$ cat config.mk
export PLATFORM = sky130hd
export DESIGN_NAME = mem_access_unit
export DESIGN_NICKNAME = d
export VERILOG_FILES = /design/src/rtl/mem_access_unit.sv
export SDC_FILE = /design/constraint.sdc
export NUM_CORES = 1
export LEC_CHECK = 0
export BUFFER_PORTS_ARGS = -buffer_cell sky130_fd_sc_hd__clkbuf_2
export CAP_MARGIN = 0
export CORE_ASPECT_RATIO = 2
export CORE_UTILIZATION = 45
export DETAILED_ROUTE_END_ITERATION = 6
export MAX_ROUTING_LAYER = met4
export PLACE_DENSITY = 0.71
export SLEW_MARGIN = 40
export SYNTH_ARGS = -nofsm -noshare
export SYNTH_HDL_FRONTEND = slang
export SYNTH_SLANG_ARGS = --single-unit
export TNS_END_PERCENT = 50
$ cat constraint.sdc
create_clock -name clk -period 7.4 [get_ports clk]
set_clock_uncertainty 0.1 [all_clocks]
set_input_delay 0.74 -clock clk [delete_from_list [all_inputs] [get_ports clk]]
set_output_delay 0.74 -clock clk [all_outputs]
set_load 0.02 [all_outputs]
$ cat src/rtl/mem_access_unit.sv
// Word-memory front end: fetch, load and store with alignment/range checks, IR, load extension.
// Latency from acceptance: fetch/load 2, word store 2, sub-word store 3 (read-modify-write), error 1.
// Accepts one request at a time (req_ready only in IDLE); the response holds until resp_ready.
module mem_access_unit #(
  parameter int unsigned MEM_BYTES = 65536
) (
  input  logic        clk,
  input  logic        rst,
  input  logic        req_valid,
  output logic        req_ready,
  input  logic [1:0]  req_type,
  input  logic [1:0]  req_size,
  input  logic        req_signed,
  input  logic [31:0] req_addr,
  input  logic [31:0] req_wdata,
  output logic        resp_valid,
  input  logic        resp_ready,
  output logic        resp_err,
  output logic [31:0] rdata,
  output logic [31:0] ir,
  output logic [31:0] mem_adr,
  output logic [31:0] mem_wdata,
  output logic        mem_write,
  input  logic [31:0] mem_rdata
);

  typedef enum logic [1:0] {IDLE, RD, WR, RESP} state_t;

  localparam logic [1:0] T_FETCH = 2'b00;
  localparam logic [1:0] T_LOAD  = 2'b01;
  localparam logic [1:0] T_STORE = 2'b10;
  localparam logic [1:0] S_BYTE  = 2'b00;
  localparam logic [1:0] S_HALF  = 2'b01;
  localparam logic [1:0] S_WORD  = 2'b10;

  state_t      state;
  logic [1:0]  reqType;
  logic [1:0]  reqSize;
  logic        reqSigned;
  logic [1:0]  reqOff;
  logic [15:0] reqWdata;

  logic        reqErr;
  logic [4:0]  laneShift;
  logic [31:0] laneWord;
  logic [31:0] laneMask;
  logic [31:0] loadVal;
  logic [31:0] mergeVal;

  // Handshake and memory strobe come straight from state so reset removes them immediately.
  assign req_ready  = (state == IDLE);
  assign resp_valid = (state == RESP);
  assign mem_write  = (state == WR);

  // Reject illegal encodings, misalignment and out-of-range addresses at the request port.
  always_comb begin
    reqErr = 1'b0;
    if (req_type == 2'b11) reqErr = 1'b1;
    if (req_type != T_FETCH && req_size == 2'b11) reqErr = 1'b1;
    if (req_type != T_FETCH && req_size == S_HALF && req_addr[0]) reqErr = 1'b1;
    if ((req_type == T_FETCH || req_size == S_WORD) && req_addr[1:0] != 2'b00) reqErr = 1'b1;
    if (req_addr >= 32'(MEM_BYTES)) reqErr = 1'b1;
  end

  // Big-endian lane select: byte k lives at [31-8k -: 8], half 0 at [31:16], half 2 at [15:0].
  always_comb begin
    laneShift = (reqSize == S_BYTE) ? {~reqOff, 3'b000} : (reqOff[1] ? 5'd0 : 5'd16);
    laneWord  = mem_rdata >> laneShift;
    laneMask  = ((reqSize == S_BYTE) ? 32'h0000_00FF : 32'h0000_FFFF) << laneShift;
    mergeVal  = (mem_rdata & ~laneMask) | (({16'h0000, reqWdata} << laneShift) & laneMask);
    case (reqSize)
      S_BYTE:  loadVal = {{24{reqSigned & laneWord[7]}},  laneWord[7:0]};
      S_HALF:  loadVal = {{16{reqSigned & laneWord[15]}}, laneWord[15:0]};
      default: loadVal = mem_rdata;
    endcase
  end

  // Request sequencer: accept, read, optional write, then hold the response.
  always_ff @(posedge clk or posedge rst) begin
    if (rst) begin
      state     <= IDLE;
      reqType   <= T_FETCH;
      reqSize   <= S_BYTE;
      reqSigned <= 1'b0;
      reqOff    <= 2'b00;
      reqWdata  <= 16'h0000;
      resp_err  <= 1'b0;
      rdata     <= 32'h0;
      ir        <= 32'h0;
      mem_adr   <= 32'h0;
      mem_wdata <= 32'h0;
    end else begin
      case (state)
        IDLE: begin
          if (req_valid) begin
            reqType   <= req_type;
            reqSize   <= req_size;
            reqSigned <= req_signed;
            reqOff    <= req_addr[1:0];
            reqWdata  <= req_wdata[15:0];
            resp_err  <= reqErr;
            rdata     <= 32'h0;
            if (reqErr) begin
              state <= RESP;
            end else begin
              mem_adr <= {req_addr[31:2], 2'b00};
              if (req_type == T_STORE && req_size == S_WORD) begin
                mem_wdata <= req_wdata;
                state     <= WR;
              end else begin
                state <= RD;
              end
            end
          end
        end
        RD: begin
          if (reqType == T_FETCH) begin
            ir    <= mem_rdata;
            rdata <= mem_rdata;
            state <= RESP;
          end else if (reqType == T_LOAD) begin
            rdata <= loadVal;
            state <= RESP;
          end else begin
            mem_wdata <= mergeVal;
            state     <= WR;
          end
        end
        WR: begin
          rdata <= 32'h0;
          state <= RESP;
        end
        RESP: begin
          if (resp_ready) state <= IDLE;
        end
        default: state <= IDLE;
      endcase
    end
  end

endmodule

==> run summary, run 1 <==
Number of storage elements in the synthesis netlist: 152. Summing over every cut layer, the via total after detailed routing is 6125. The number of top-level pins is 237, and the fraction of the yosys area taken by sequential cells is 51.70%.

The cell count of the worst reg-to-reg path is 7. For the clock sink count, the log shows 152. Commonest register cell after synthesis: dfrtp_1. The routed design has 22360 µm of wire. In the final routed layout, each cell accounts on average for 20.98 µm. The arrival time at the worst endpoint was 3.09 ns; the final number of setup-violating endpoints was 0. The growth of design area from synthesis to finish works out to 26.12%. For this design the ratio of total power to cell area is 460.8 nW/µm².

The clock share of power was 20.5%; the fraction of the cycle the final worst path needs was 38.87%. The tightest min-delay check is of the primary input to asynchronous set/reset pin type. The count of nets left with antenna violations once routing finished came out at 0. The run finished with clean final reports.

The cell-internal power is 2.453 mW, and the half-perimeter wire length after placement is 16760 µm. The transition time at the pin with the least slew margin is 0.8421 ns, and the aggregate negative setup slack is 0 ns. The effective utilization at floorplan is 46.39%. After the first detailed-routing iteration, the DRC count stood at 374. Ranked by total cell area, the synthesized netlist is headed by dfrtp_1 (52%), mux2_2 (14%), mux2i_1 (3.4%).

The die is 182.8 µm tall. Overall power consumption after layout is estimated at 4.276 mW. The sort of element at the start of the critical path was a register. In this run switching power makes up 42.64% of total power. For this run the aggregate overflow at the end of global routing stands at 0. The worst pin sits at a relative slew slack of 43.86%.

The first global-routing pass estimated 34140 µm of wire. After detailed routing, the number of remaining DRC violations is 0. The number of instances in the synthesized netlist is 637, and the number of enable flip-flop cells after synthesis is 0.

Setup slack on the worst reg-to-reg path comes out at 4.52 ns. The post-route cell area is 9279 µm², and the proportion of synthesized flip-flops having asynchronous set or reset is 100.0%. The number of inserted filler cells in the final layout was 1389. Setup repair after global routing left no endpoint under its margin. The run gives 0 as the antenna diode count. The run gives 0 as the number of max-cap violations. The clock reaches the later pin of the worst-skew pair after 0.44 ns.

The launching element of the worst setup path was state[1]. The placed instances occupy a cell area of 8670 µm². The max-slew violation count is 0. Largest net degree at the start of global routing: 99. The worst-case IR drop observed on VDD is 254.6 µV.

Yosys printed 0 warnings. Cells with a size suffix above 1 make up 46.36% of the layout. The critical path endpoint category was a register. Across the whole layout, storage elements account for 3804 µm². Global routing used 28.17% of the available tracks. The leakage power is 4.468 nW. The launch point of the worst reg-to-reg path is state[1]. The share of synthesized area in the top cell type comes to 51.70%. Largest area contributor in the netlist: dfrtp_1. Using the TritonRoute via totals, the vias-per-cell ratio works out to 5.746. The switching power was 1.823 mW. After synthesis, the mean cell area works out to 11.55 µm².

Clock tree synthesis inserted a total of 17 buffers. The first TritonRoute pass finished after 5 iterations. TritonCTS built the clock tree. The tools report the multi-input logic area as 3318 µm². The worst register-to-register path ends at ir[7]. The die is 92.41 µm wide. The library cell used as clock root buffer is clkbuf_16. Number of gates resized after CTS: 0. The utilization after layout is 58.51%, and the count of unique library cells instantiated by Yosys is 49. At the end of routability-driven placement, the weighted congestion stood at 0.8803. In this run the worst path has a maximum fanout of 69.

The count of final hold-check violations was 0; the H-tree level count was 4. The end point of the critical path is ir[7]. The mapped cell area came out at 7357 µm². The worst path in the final design needs a cycle of 2.876 ns, including I/O delays and setup.

Port buffering added 234 buffers. STA puts the critical path data required time at 7.61 ns. In this run the post-CTS setup repair buffer count came out at 0. The combinational power share was 46.5%; the cell row count was 65. After clock tree synthesis, the clock-pin slew on the worst setup and hold paths is 0.06 ns. The layout net count came out at 961.

After clock tree synthesis, the flow added hold-fix buffers numbering 0. The number of global-route vias before repair came out at 6149. The relative contribution of sequential cells to total power was 33.0%.

The path type of the worst setup path was register to register. The run gives 0 as the initial antenna violation count. For the area of the core, the log shows 15860 µm². The die area is 16890 µm². The longest clock path from root to sink contains 2 buffers.

The tools report the fmax as 347.7 MHz.
==> per-stage QoR <==
step	setup slack, ns	hold slack (ns)	cells
after floorplan	2.467	0.3700	638
after global placement	4.189	0.3503	1032
after detailed placement	4.162	0.3560	1033
after CTS	4.146	0.3510	1065
after global routing	4.303	0.3622	1066
final	4.524	0.2842	1066
==> placed cells by master (no fill, tap or decap), types with 5 or more instances in the layout <==
cell	instances
clkbuf_2	234
dfrtp_1	152
mux2_2	91
nand2_1	47
o21ai_0	42
nor2_1	36
mux2i_1	25
clkbuf_16	17
o211ai_1	16
a22o_1	16
nor2b_1	16
o221ai_1	16
nor4_1	12
a21oi_1	11
inv_1	11
o21ba_2	10
nand3_1	9
o21a_1	9
a31oi_1	8
o221a_2	8
buf_4	8
o31a_1	7
a211oi_1	7
nand2b_1	5
==> registers in the layout, indices dropped and copies added (netlist names) <==
| signal | cells |
|---|---|
| rdata | 32 |
| reqSize | 2 |
| state | 2 |
| mem_wdata | 32 |
| ir | 32 |
| mem_adr | 30 |
| resp_err | 1 |
| reqOff | 2 |
| reqSigned | 1 |
| reqWdata | 16 |
| reqType | 2 |
==> final cells by class <==
cell class,count,area share (%)
tap,201,2.710
timing repair buffer,244,13.58
clock buffer,20,4.814
multi-input combinational,424,35.76
inverter,13,0.6068
clock inverter,12,1.537
sequential,152,40.99
==> worst max-delay path: stages, from the launching register on <==
cell and delay [ns]:
dfrtp_1 0.41, inv_1 0.09, ha_2 0.16, buf_4 0.53, nand2b_1 0.32, nor2_4 0.50, buf_8 0.26, mux2_2 0.36
==> cell families (layout without fill, tap and decap cells) <==
| group | count (synthesis) | in the layout | synth area share (%) |
|---|---|---|---|
| AOI/OAI and AO/OA | 160 | 160 | 16.31 |
| DFF | 152 | 152 | 51.70 |
| and+or+nand+nor | 138 | 138 | 9.269 |
| muxes | 120 | 120 | 18.10 |
| buffers and inverters | 62 | 289 | 3.894 |
| adders and majority gates | 4 | 4 | 0.6803 |
| other | 1 | 2 | 0.05097 |
==> Yosys cell counts (4+ instances only) <==
library cell / instances
a31oi_1: 8
nand2b_1: 5
nor2b_1: 17
o21ai_0: 42
a22o_1: 16
dfrtp_1: 152
buf_4: 4
nand2_1: 48
o31a_1: 7
a21oi_1: 11
nand3_1: 9
mux2_2: 91
buf_2: 13
nor4_1: 12
o21a_1: 9
mux2i_1: 25
ha_1: 4
a211oi_1: 7
o21ba_2: 10
o221ai_1: 16
o211ai_1: 16
clkbuf_1: 27
nor2_1: 37
inv_1: 12
o221a_2: 8
==> power by group through the flow <==
| stage | Sequential, mW | Clock [mW] | Combinational (mW) |
|---|---|---|---|
| 3_5_place_dp | 1.42 | 0 | 1.98 |
| 6_report | 1.41 | 0.878 | 1.99 |
| 2_1_floorplan | 1.66 | 0 | 1.10 |
| 4_1_cts | 1.41 | 0.890 | 1.98 |
| 5_1_grt | 1.45 | 0.921 | 2.14 |
| 3_3_place_gp | 1.41 | 0 | 1.94 |
==> worst min path at each step <==
stage                      start           end  cells after the start
floorplan           reqWdata[10]  reqWdata[10]                      1
global placement       rdata[10]     rdata[10]                      2
detailed placement     rdata[14]     rdata[14]                      2
CTS                          rst    mem_adr[2]                      2
global route                 rst   mem_adr[27]                      2
finish                       rst  mem_wdata[5]                      2
==> metal layers <==
metal  share of wire (%)  vias up  wire (µm)  GRT usage, %
li1                    -     2771          -             -
met1                  36     3025       7963         29.93
met2                  55      267      12190         48.77
met3                 4.5       62        998         3.939
met4                 5.4        0       1211         17.19
met5                   0        -          0             -
(Power assumes the default switching activity.)
==> run 2: changes to the inputs <==
Clock period 7.4 ns to 2.9 ns, I/O delays scaled along.
==> run summary, run 2 (same netlist as run 1, synthesis figures left out) <==
The wire length per cell after detailed routing works out to 19.87 µm. The count of final hold-check violations is 0, and the number of global-route vias before repair is 5898. The run gives 153 as the largest net degree at the start of global routing. The clock period minus final worst setup slack was 2.363 ns. Setup repair after global routing left no endpoint under its margin. The number of iterations in the first detailed-routing pass was 5. The logs give 0.43 ns for the clock network latency to the later pin of the worst-skew pair and 1368 for the number of inserted filler cells in the final layout. After detailed placement, the design holds a cell count of 1041.

For this run, the top clock speed supported by timing is 423.2 MHz. The library cells used most frequently in the layout, excluding fill and tap cells, are clkbuf_2 (234), dfrtp_1 (152), mux2_2 (91). STA classifies the critical path endpoint as a register.

The effective utilization at floorplan was 46.39%. The worst path uses 81.48% of the clock period. Sort of element at the start of the critical path: a register. The tool flagged a number of max-cap violations equal to 0. The share of layout cells above drive strength 1 is 46.05%, and the global-route wire length before repair is 32590 µm. The floorplan step set the die width to 92.41 µm.

The initialized floorplan defines 65 standard-cell rows. The run gives 0 as the initial antenna violation count. The detailed-route vias per instance was 5.603. For this design, the sink count on the clock tree is 152. Post-CTS repair changed the size of 0 cells.

The overall via count from detail_route came out at 6091. The tools report the overall global routing resource usage as 26.88%. The largest registers in the layout are ir x32, mem_wdata x32, rdata x32. The number of antenna diodes in the final layout is 0. The area growth from synthesis to layout is 29.01%. The worst pin sits at a relative slew slack of 53.09%.

The power per cell area is 1154 nW/µm². The final weighted congestion of routability-driven global placement was 0.8706; the post-CTS clock slew at the launch and capture registers of the worst setup and hold paths was 0.07 ns. The count of nets left with antenna violations once routing finished came out at 0.

The H-tree was split into 4 levels. The logs give 513.1 µV for the peak supply drop and 2 for the number of buffers between clock root and the deepest sink. Adding up every negative setup slack in the final design gives 0 ns. 237 I/O pins were placed. The flow ran to the end, and the final reports show no timing, DRC or antenna violations. The net count of the finished layout is 982.

The signal on the critical path passes through inv_1 > ha_1 > nand2_1 > nor4_4 > buf_4 > mux2_2. Of all nets on the critical path, the largest fanout is 31. The half-perimeter wire length after placement is 16060 µm, and the post-detailed-placement cell area is 8727 µm². For this design, the CTS-stage hold fixing added 12 buffers. The area of the core is 15860 µm², and the worst stage delay on the critical path is 0.45 ns.

The worst hold-check path type was primary input to register. The die height came out at 182.8 µm. The run gives 17 as the TritonCTS buffer count. For this block, the routed nets add up to 21600 µm of wire. For the die area, the log shows 16890 µm².

Leaving out fill and tap cells, the most frequent cell in the layout is clkbuf_2. The path type of the worst setup path was register to register. The total grt overflow is 0. The number of cells in the finished layout apart from fillers was 1087; the count of buffers added by post-CTS timing repair for setup was 0.

Prior to clock tree synthesis, the placed netlist has a worst setup slack of 0.5404 ns. For the number of design rule violations left after detail routing, the log shows 0. The run gives 0 as the final number of setup-violating endpoints. After the first detailed-routing iteration, the DRC count stood at 301. Setup slack on the critical path of the routed design comes to 0.5371 ns. The critical path contains buffers and inverters numbering 2 combined.

The dominant delay contributor by cell family on the critical path was adder cells. The cell at the slowest stage of the critical path was ha_1. The required arrival time at the worst endpoint came out at 3.11 ns.

TritonCTS built the clock tree. The tree is rooted in a clkbuf_16. The logs give 0 for the max-slew violation count and 2.57 ns for the arrival time at the worst endpoint.

During placement, the flow inserted port buffers numbering 234. The tools report the leakage power as 4.564 nW. The tools report the post-route cell area as 9492 µm². Transition time at the pin with the least slew margin: 0.7021 ns.
run 2: worst reg2reg max path, delay by kind of cell, from the launching register on:
kind,cells,cell delay [ns]
adder cells (fa/ha/maj),1,0.45
multiplexers,1,0.39
AND/OR/NAND/NOR,2,0.43
buffers and inverters,2,0.45
flip-flops,1,0.41
run 2: final cells by class:
type / count / area [µm²] / share of cell area [%]
clock inverters: 14 / 177.7 / 1.872
inverters: 13 / 52.55 / 0.5537
multi-input cells: 424 / 3296 / 34.72
well taps: 201 / 251.5 / 2.650
repair buffers: 265 / 1481 / 15.61
flip-flops and latches: 152 / 3804 / 40.07
clock buffers: 18 / 429.2 / 4.521
run 2: where the power goes:
| part | total [mW] | leakage, nW | internal (mW) | switching (mW) |
|---|---|---|---|---|
| combinational | 5.08 | 2.37 | 2.06 | 3.02 |
| clock | 2.26 | 0.282 | 1.36 | 0.899 |
| sequential | 3.61 | 1.91 | 2.96 | 0.649 |
run 2: routing by layer:
layer	global-route usage (%)	share of wire [%]	vias up
li1	-	-	2807
met5	-	0	-
met1	27.79	35	2989
met3	3.939	4.4	49
met2	47.88	56	246
met4	15.06	4.7	0
run 2: through the flow:
stage | utilization (%) | total power, mW | hold slack, ns
2_1_floorplan | - | 7.056 | 0.3406
5_1_grt | 59.85 | 11.55 | 0.003932
3_3_place_gp | 55.03 | 8.608 | 0.3535
6_report | 59.85 | 10.95 | 0.01006
4_1_cts | 59.61 | 11.00 | 0.001255
3_5_place_dp | 55.03 | 8.713 | 0.3595
run 2: final timing paths:
path / start / endpoint / slack [ns] / depth (start not counted)
setup / recovery: state[0] / mem_adr[5] / 0.54 / 6
hold / removal: req_addr[13] / mem_adr[13] / 0.01 / 2
max in group asynchronous: rst / reqOff[1] / 1.52 / 5
hold reg to reg: rdata[14] / rdata[14] / 0.37 / 2
setup reg to reg: state[0] / mem_adr[5] / 0.54 / 6
min in group asynchronous: rst / ir[26] / 0.36 / 4
